`config.mk`:
```
export PLATFORM = sky130hd
export DESIGN_NAME = axi_rw_master
export DESIGN_NICKNAME = d
export VERILOG_FILES = /design/src/rtl/axi_rw_master.sv
export SDC_FILE = /design/constraint.sdc
export NUM_CORES = 1
export LEC_CHECK = 0
export CAP_MARGIN = 20
export CORE_AREA = 2 2 174 176
export CTS_CLUSTER_DIAMETER = 120
export DETAILED_ROUTE_END_ITERATION = 8
export DIE_AREA = 0 0 176 178
export MAX_ROUTING_LAYER = met4
export PLACE_DENSITY = 0.56
export RECOVER_POWER = 50
export REMOVE_ABC_BUFFERS = 1
export SYNTH_ARGS = -nofsm -noshare
export SYNTH_HDL_FRONTEND = slang
export SYNTH_SLANG_ARGS = --single-unit
```
`constraint.sdc`:
```
create_clock -name aclk -period 2.05 [get_ports aclk]
set_clock_uncertainty 0.15 [all_clocks]
set_input_delay 0.41 -clock aclk [delete_from_list [all_inputs] [get_ports aclk]]
set_output_delay 0.41 -clock aclk [all_outputs]
set_load 0.02 [all_outputs]
```
`src/rtl/axi_rw_master.sv`:
```
// Single-outstanding AXI4 master: converts a simple request/response port into
// INCR read bursts and single-beat writes on a 64-bit bus.
// Optional build macro AXI_RW_MASTER_PROTO_CHECK_EN adds an R-channel beat counter.
// When that macro is defined, the counter flags rid/rlast protocol errors on resp_err.
module axi_rw_master #(
  parameter logic [3:0] AXI_ID    = 4'h0,
  parameter logic [7:0] MAX_ARLEN = 8'd7
) (
  input  logic        aclk,
  input  logic        areset,
  // core request/response port
  input  logic        req_valid,
  output logic        req_ready,
  input  logic        req_wen,
  input  logic [31:0] req_addr,
  input  logic [2:0]  req_size,
  input  logic [7:0]  req_len,
  input  logic [63:0] req_wdata,
  input  logic [7:0]  req_wstrb,
  output logic        resp_valid,
  input  logic        resp_ready,
  output logic [63:0] resp_rdata,
  output logic        resp_last,
  output logic        resp_err,
  // AR channel
  output logic [31:0] araddr,
  output logic [3:0]  arid,
  output logic [7:0]  arlen,
  output logic [2:0]  arsize,
  output logic [1:0]  arburst,
  output logic        arvalid,
  input  logic        arready,
  // R channel
  input  logic [3:0]  rid,
  input  logic [63:0] rdata,
  input  logic [1:0]  rresp,
  input  logic        rlast,
  input  logic        rvalid,
  output logic        rready,
  // AW channel
  output logic [31:0] awaddr,
  output logic [3:0]  awid,
  output logic [7:0]  awlen,
  output logic [2:0]  awsize,
  output logic [1:0]  awburst,
  output logic        awvalid,
  input  logic        awready,
  // W channel
  output logic [63:0] wdata,
  output logic [7:0]  wstrb,
  output logic        wlast,
  output logic        wvalid,
  input  logic        wready,
  // B channel
  input  logic [1:0]  bresp,
  input  logic        bvalid,
  output logic        bready
);

  typedef enum logic [2:0] {StIdle, StAr, StR, StWr, StB} state_e;

  state_e      state_q, state_d;
  logic [31:0] addr_q;
  logic [2:0]  size_q;
  logic [7:0]  len_q;
  logic [63:0] wdata_q;
  logic [7:0]  wstrb_q;
  logic        aw_done_q, w_done_q;
  logic        req_hs, ar_hs, r_hs, aw_hs, w_hs, b_hs;
  logic        proto_err;

  assign req_hs = req_valid & req_ready;
  assign ar_hs  = arvalid & arready;
  assign r_hs   = rvalid & rready;
  assign aw_hs  = awvalid & awready;
  assign w_hs   = wvalid & wready;
  assign b_hs   = bvalid & bready;

  // Payloads come straight from the latched request, so they are stable while valid is high.
  assign araddr  = addr_q;
  assign arid    = AXI_ID;
  assign arlen   = len_q;
  assign arsize  = size_q;
  assign arburst = 2'b01;
  assign awaddr  = addr_q;
  assign awid    = AXI_ID;
  assign awlen   = 8'd0;
  assign awsize  = size_q;
  assign awburst = 2'b01;
  assign wdata   = wdata_q;
  assign wstrb   = wstrb_q;
  assign wlast   = 1'b1;

  // State register.
  always_ff @(posedge aclk) begin
    if (areset) state_q <= StIdle;
    else        state_q <= state_d;
  end

  // Latch the request payload on acceptance; read length is clamped to MAX_ARLEN.
  always_ff @(posedge aclk) begin
    if (areset) begin
      addr_q  <= '0;
      size_q  <= '0;
      len_q   <= '0;
      wdata_q <= '0;
      wstrb_q <= '0;
    end else if (req_hs) begin
      addr_q  <= req_addr;
      size_q  <= req_size;
      len_q   <= (req_len > MAX_ARLEN) ? MAX_ARLEN : req_len;
      wdata_q <= req_wdata;
      wstrb_q <= req_wstrb;
    end
  end

  // Track AW and W handshakes separately so each valid drops on its own.
  always_ff @(posedge aclk) begin
    if (areset || req_hs) begin
      aw_done_q <= 1'b0;
      w_done_q  <= 1'b0;
    end else begin
      if (aw_hs) aw_done_q <= 1'b1;
      if (w_hs)  w_done_q  <= 1'b1;
    end
  end

`ifdef AXI_RW_MASTER_PROTO_CHECK_EN
  logic [7:0] beat_cnt_q;

  // Count R beats of the current burst; cleared while the address is being issued.
  always_ff @(posedge aclk) begin
    if (areset || state_q == StAr) beat_cnt_q <= '0;
    else if (r_hs)                 beat_cnt_q <= beat_cnt_q + 8'd1;
  end

  assign proto_err = (rid != AXI_ID) ||
                     ( rlast && (beat_cnt_q != len_q)) ||
                     (!rlast && (beat_cnt_q == len_q));
`else
  logic unused_rid;
  assign unused_rid = ^rid;
  assign proto_err  = 1'b0;
`endif

  // Next-state logic.
  always_comb begin
    state_d = state_q;
    unique case (state_q)
      StIdle: if (req_hs) state_d = req_wen ? StWr : StAr;
      StAr:   if (ar_hs) state_d = StR;
      StR:    if (r_hs && rlast) state_d = StIdle;
      StWr:   if ((aw_done_q || aw_hs) && (w_done_q || w_hs)) state_d = StB;
      StB:    if (b_hs) state_d = StIdle;
      default: state_d = StIdle;
    endcase
  end

  // Output decode; R and B responses pass straight through to the core port.
  always_comb begin
    req_ready  = 1'b0;
    arvalid    = 1'b0;
    rready     = 1'b0;
    awvalid    = 1'b0;
    wvalid     = 1'b0;
    bready     = 1'b0;
    resp_valid = 1'b0;
    resp_rdata = '0;
    resp_last  = 1'b0;
    resp_err   = 1'b0;
    unique case (state_q)
      StIdle: req_ready = 1'b1;
      StAr:   arvalid = 1'b1;
      StR: begin
        rready     = resp_ready;
        resp_valid = rvalid;
        resp_rdata = rdata;
        resp_last  = rlast;
        resp_err   = (rresp != 2'b00) || proto_err;
      end
      StWr: begin
        awvalid = ~aw_done_q;
        wvalid  = ~w_done_q;
      end
      StB: begin
        bready     = resp_ready;
        resp_valid = bvalid;
        resp_last  = 1'b1;
        resp_err   = (bresp != 2'b00);
      end
      default: ;
    endcase
  end

endmodule

```
==> qor.csv, run 1 <==
stage,metric,value,unit
outcome,status,finished with violations,
outcome,violations,setup timing,
floorplan,dieArea,0.0313,sq mm
setup_path,critPathTopFamily,buffers and inverters,
timing,worst_slack,-0.271,ns
setup_path,critPathLaunchType,flop,
power,power.leakage,4.27,nW
cts,cts.sinks,120,
cts,clk_path_buf_depth,2,
global_routing,antenna_found_initial,1,
placed_design,dp_cells,1432,
power,ir_drop,0.000416,V
timing,final-hold-violation-count,0,
yosys,ys.flop_type,dfxtp_1,
power,p_per_area,769,mW/mm^2
timing,period_share,113,%
cells_and_area,final_cells,1481,
floorplan,row_count,63,
placed_design,place_congestion,0.836,
floorplan,core_area,0.0294,sq mm
floorplan,io_pins,442,
cts,path_clk_slew,0.06,ns
cts,worstSkewPairLatency,0.41,ns
setup_path,crit_chain,"nor2b_4, nor2b_4, buf_12, bufbuf_16, and2_4, buf_6",
setup_path,setup.worst_path.class,flop to output pin,
yosys,synth_edf_count,0,
cells_and_area,syn_to_final_growth,110,%
power,p_sw,0.00250,W
cts,cts_tree,built,
routing,totalWireLength,25300,um
global_routing,grt_overflow,0,
placed_design,dpl.hpwl,19000,um
routing,vias_per_cell,3.98,
cts,cts_root_buffer,clkbuf_16,
setup_path,critPathCaptureType,output pin,
cts,postCtsHoldBufs,0,
cells_and_area,multi_input_area,0.00239,sq mm
floorplan,die-height,178,um
floorplan,start_util,17.5,%
routing,wl_per_cell,17.1,um
yosys,synth_top_area_share,46.6,%
cells_and_area,drive_gt1_share,21.7,%
cells_and_area,fin_nets,1275,
placed_design,port_buffers,416,
setup_path,max_stage_delay,0.33,ns
cells_and_area,regArea,0.00240,sq mm
timing,setup_viol,66,
cts,htreeDepth,4,
routing,ant_nets,0,
global_routing,grt_max_degree,51,
power,combPwrFrac,32.2,%
timing,rsz0062_at_grt,true,
setup_path,crit_slowest_cell,dfxtp_2,
min_path,hold_path.class,input port to flop,
setup_path,required,1.49,ns
yosys,yosysSeqAreaShare,46.6,%
yosys,syn_inst,668,
power,p_sw_share,30.0,%
power,intPower,0.00583,W
timing,max_freq,0.431,GHz
yosys,yosys_warnings,0,
setup_path,crit_buf_inv,3,
setup_path,cp.arrival,1.76,ns
setup_path,worst_path_most_repeated_cell,nor2b_4,
routing,drt_iter0_markers,167,
yosys,synth_area,0.00515,sq mm
setup_path,cp_max_fo,4,
global_routing,grt_pass1_vias,5798,
routing,vias,5899,
yosys,synth_area_per_cell,7.72,sq um
yosys,ys_seq_elements,120,
routing,first_pass_iters,4,
yosys,yosys.area.top_type,dfxtp_1,
cts,numCtsBuffers,17,
yosys,ys_top_cells_by_area,"dfxtp_1 47%, nand2_1 16%, a21oi_1 11%",
run,cap_violations,0,
power,clkPwrFrac,36.2,%
yosys,synth.distinct_cells,30,
global_routing,grt_pass1_wl,35100,um
timing,maxSlewViolCount,0,
timing,fin_crit,2.32,ns
timing,fin_setup_tns,-11.05,ns
cells_and_area,fillers,3027,
floorplan,chipWidth,176,um
global_routing,grt_usage,15.7,%
yosys,synthArstFlopShare,0,%
power,power_frac_seq,31.6,%
routing,drc,0,
-- repair_timing --
action	CTS	global route
pin swaps	13	24
gates resized for setup	339	61
endpoints found under the setup margin	76	87
setup buffers	7	5
cloned	4	3
-- cells in the mapped netlist, types with 3 or more instances --
cell / number
nand2_1: 216
buf_2: 19
buf_6: 3
buf_4: 56
nor4_1: 4
clkbuf_1: 25
nor2_1: 9
and2_1: 70
dfxtp_1: 120
a21oi_1: 113
nor3_1: 6
nor2b_1: 3
-- registers in the layout, indices dropped and copies added, names as in the netlist --
name / count
araddr: 32
aw_done_q: 1
arsize: 3
arlen: 8
w_done_q: 1
wdata: 64
wstrb: 8
state_q: 3
-- layer usage --
| layer | GRT usage, % | share of wire, % | wire [um] |
|---|---|---|---|
| met1 | 14.9 | 35 | 8840 |
| met2 | 28.2 | 53 | 13300 |
| met3 | 4.75 | 7.3 | 1840 |
| met4 | 9.33 | 5.1 | 1300 |
| met5 | - | 0 | 0 |
-- stage by stage --
stage / area (sq um) / util [%] / power (W) / setup WS [ns] / hold slack [ns]
finish: 10800 / 36.9 / 0.00833 / -0.271 / 0.271
global route: 10800 / 36.9 / 0.00873 / -0.353 / 0.273
CTS: 10600 / 36.2 / 0.00840 / -0.284 / 0.251
detailed placement: 9630 / 32.7 / 0.00511 / -0.414 / 0.295
global placement: 9630 / 32.7 / 0.00510 / -0.409 / 0.290
floorplan: 4580 / - / 0.00360 / -1.80 / 0.329
-- cell usage in the layout, fill, tap and decap left out, drive strengths merged, types with 2 or more instances in the layout --
cell,n
nor2b,3
nor2,9
buf,127
a32o,2
nand2b,2
nor4,4
clkinvlp,3
o21ai,2
clkbuf,26
clkinv,7
nor3,6
dlygate4sd2,2
bufinv,3
clkdlybuf4s50,337
conb,21
inv,2
a21oi,113
nand2,216
dfxtp,120
nor3b,2
and2,70
-- power groups by stage --
stage	Sequential, W	Clock, W	Combinational, W
4_1_cts	0.00264	0.00313	0.00263
5_1_grt	0.00266	0.00323	0.00284
2_1_floorplan	0.00298	0	0.000625
3_5_place_dp	0.00269	0	0.00242
6_report	0.00264	0.00301	0.00268
3_3_place_gp	0.00268	0	0.00242
-- cells by family after synthesis --
| logic type | Yosys count | synth area share (%) |
|---|---|---|
| buffers and inverters | 105 | 12.6 |
| AND/OR/NAND/NOR | 318 | 28.1 |
| other | 2 | 0.146 |
| AO/OA/AOI/OAI | 122 | 12.3 |
| flip-flops | 120 | 46.6 |
| multiplexers | 1 | 0.194 |
-- cell type report --
cell class | instances | area share (%)
clock inverter | 13 | 1.43
antenna | 1 | 0.0231
timing repair buffer | 474 | 45.8
multi-input combinational | 462 | 22.0
sequential | 120 | 22.2
inverter | 2 | 0.0693
clock buffer | 19 | 3.99
tap | 390 | 4.50
-- path summary, 6_finish.rpt --
kind,startpoint,to,slack [ns],cells past startpoint
max,state_q[1],resp_rdata[24],-0.27,6
min,areset,araddr[18],0.27,2
max reg2reg,state_q[1],wdata[59],0.07,7
min reg2reg,wdata[63],wdata[63],0.30,2
(Power assumes the default switching activity.)
==> run 2: changes to the inputs <==
CAP_MARGIN = 10   (was 20)
CORE_AREA = 4 4 171 173   (was 2 2 174 176)
DIE_AREA = 0 0 175 177   (was 0 0 176 178)
PLACE_DENSITY = 0.58   (was 0.56)
==> qor.csv, run 2 (synthesized netlist as in run 1, its figures left out) <==
stage,metric,value,unit
cts,path_clk_slew,0.06,ns
placed_design,dpl.hpwl,19300,um
setup_path,setup.worst_path.class,flop to output pin,
cells_and_area,final_area,0.0106,sq mm
power,p_sw_share,30.6,%
outcome,violations,setup timing,
timing,fin_crit,2.23,ns
placed_design,place_congestion,0.864,
setup_path,critPathLaunchType,flop,
min_path,hold_path.class,input port to flop,
timing,period_share,109,%
floorplan,core_area,0.0276,sq mm
timing,fin_setup_tns,-6.88,ns
power,ir_drop,0.000461,V
cts,cts_tree,built,
cts,cts_root_buffer,clkbuf_16,
cells_and_area,final_cell_mix,"325 x clkdlybuf4s50_1, 215 x nand2_1, 118 x dfxtp_1, 111 x a21oi_1, 65 x buf_6",
power,intPower,0.00562,W
cts,htreeDepth,4,
cells_and_area,fin_nets,1268,
power,combPwrFrac,31.0,%
setup_path,cp_max_fo,7,
routing,vias,5810,
floorplan,chipWidth,175,um
power,power.leakage,4.18,nW
routing,first_pass_iters,4,
cts,cts.sinks,120,
power,clkPwrFrac,36.5,%
global_routing,grt_pass1_vias,6073,
cells_and_area,final_common_cell,clkdlybuf4s50_1,
routing,ant_nets,0,
cells_and_area,largest_reg_flops,64,
cts,worstSkewPairLatency,0.40,ns
floorplan,start_util,18.7,%
setup_path,required,1.49,ns
setup_path,critPathCaptureType,output pin,
timing,maxSlewViolCount,0,
global_routing,grt_max_degree,49,
floorplan,die-height,177,um
cts,postCtsHoldBufs,0,
cells_and_area,finalCoreUtilization,38.2,%
timing,worst_slack,-0.176,ns
setup_path,timing.rr.start,state_q[2],
global_routing,grt_usage,15.6,%
routing,drt_iter0_markers,136,
outcome,status,finished with violations,
setup_path,cp.arrival,1.67,ns
cells_and_area,syn_to_final_growth,105,%
cells_and_area,drive_gt1_share,20.1,%
min_path,min_from,areset,
floorplan,row_count,61,
global_routing,antenna_found_initial,4,
cells_and_area,fillers,2880,
timing,hold-worst-slack,0.269,ns
timing,max_freq,0.449,GHz
setup_path,crit_chain,"nor2b_4, nor2b_4, buf_12, buf_12, buf_8, and2_4, buf_6",
timing,final-hold-violation-count,0,
floorplan,io_pins,442,
power,p_per_area,768,mW/mm^2
run,cap_violations,0,
placed_design,place_area,0.00962,sq mm
setup_path,crit_slowest_cell,dfxtp_2,
timing,rsz0062_at_grt,true,
routing,totalWireLength,24800,um
routing,drc,0,
timing,setup_viol,65,
setup_path,critPathLaunch,state_q[1],
power,p_total,0.00810,W
power,power_frac_seq,32.5,%
cts,clk_path_buf_depth,2,
power,p_sw,0.00248,W
cts,numCtsBuffers,17,
global_routing,grt_overflow,0,
global_routing,grt_pass1_wl,36000,um
routing,vias_per_cell,3.97,
routing,wl_per_cell,17.0,um
floorplan,dieArea,0.0310,sq mm
setup_path,max_stage_delay,0.33,ns
placed_design,port_buffers,416,
run 2: timing repair:
item                                   CTS  global route
pin swaps                               16            10
endpoints found under the hold margin    0             0
resized for setup                      386            35
cloned                                   2             0
setup buffers                            7             2
setup endpoints to repair               72            77
run 2: worst paths after layout:
check                    to  slack, ns  cells past startpoint
max          resp_rdata[61]      -0.18                      7
min               araddr[0]       0.27                      2
max reg2reg      araddr[30]       0.09                      6
min reg2reg       wdata[31]       0.30                      2
run 2: final cells by class:
type	count	area, sq um	share of cell area (%)
diodes	4	10.0	0.0948
flip-flops and latches	120	2400	22.8
well taps	378	473	4.48
multi-input cells	462	2350	22.3
clock buffers	20	447	4.23
inverters	2	7.51	0.0711
repair buffers	467	4740	44.9
clock inverters	11	124	1.17
run 2: per-stage QoR:
| stage | instances | setup slack (ns) |
|---|---|---|
| floorplan | 584 | -1.80 |
| global placement | 1420 | -0.375 |
| detailed placement | 1420 | -0.357 |
| CTS | 1460 | -0.203 |
| global route | 1464 | -0.265 |
| finish | 1464 | -0.176 |
run 2: power groups by stage:
stage          clock network, W  registers [W]  logic, W
4_1_cts                 0.00308        0.00264   0.00258
6_report                0.00296        0.00263   0.00251
2_1_floorplan                 0        0.00298  0.000625
3_3_place_gp                  0        0.00267   0.00240
3_5_place_dp                  0        0.00268   0.00240
5_1_grt                 0.00319        0.00266   0.00268
run 2: layer usage:
layer / track usage, % / up-vias / wire (um)
li1: - / 2868 / -
met1: 16.0 / 2648 / 9280
met2: 27.6 / 269 / 12700
met3: 5.17 / 25 / 1890
met4: 6.61 / 0 / 947
met5: - / - / 0
run 2: worst max-delay path, delay by kind of cell, from the launching register on:
kind                   cells  cell delay, ns
DFF                        1            0.33
and+or+nand+nor            3            0.46
buffers and inverters      4            0.47
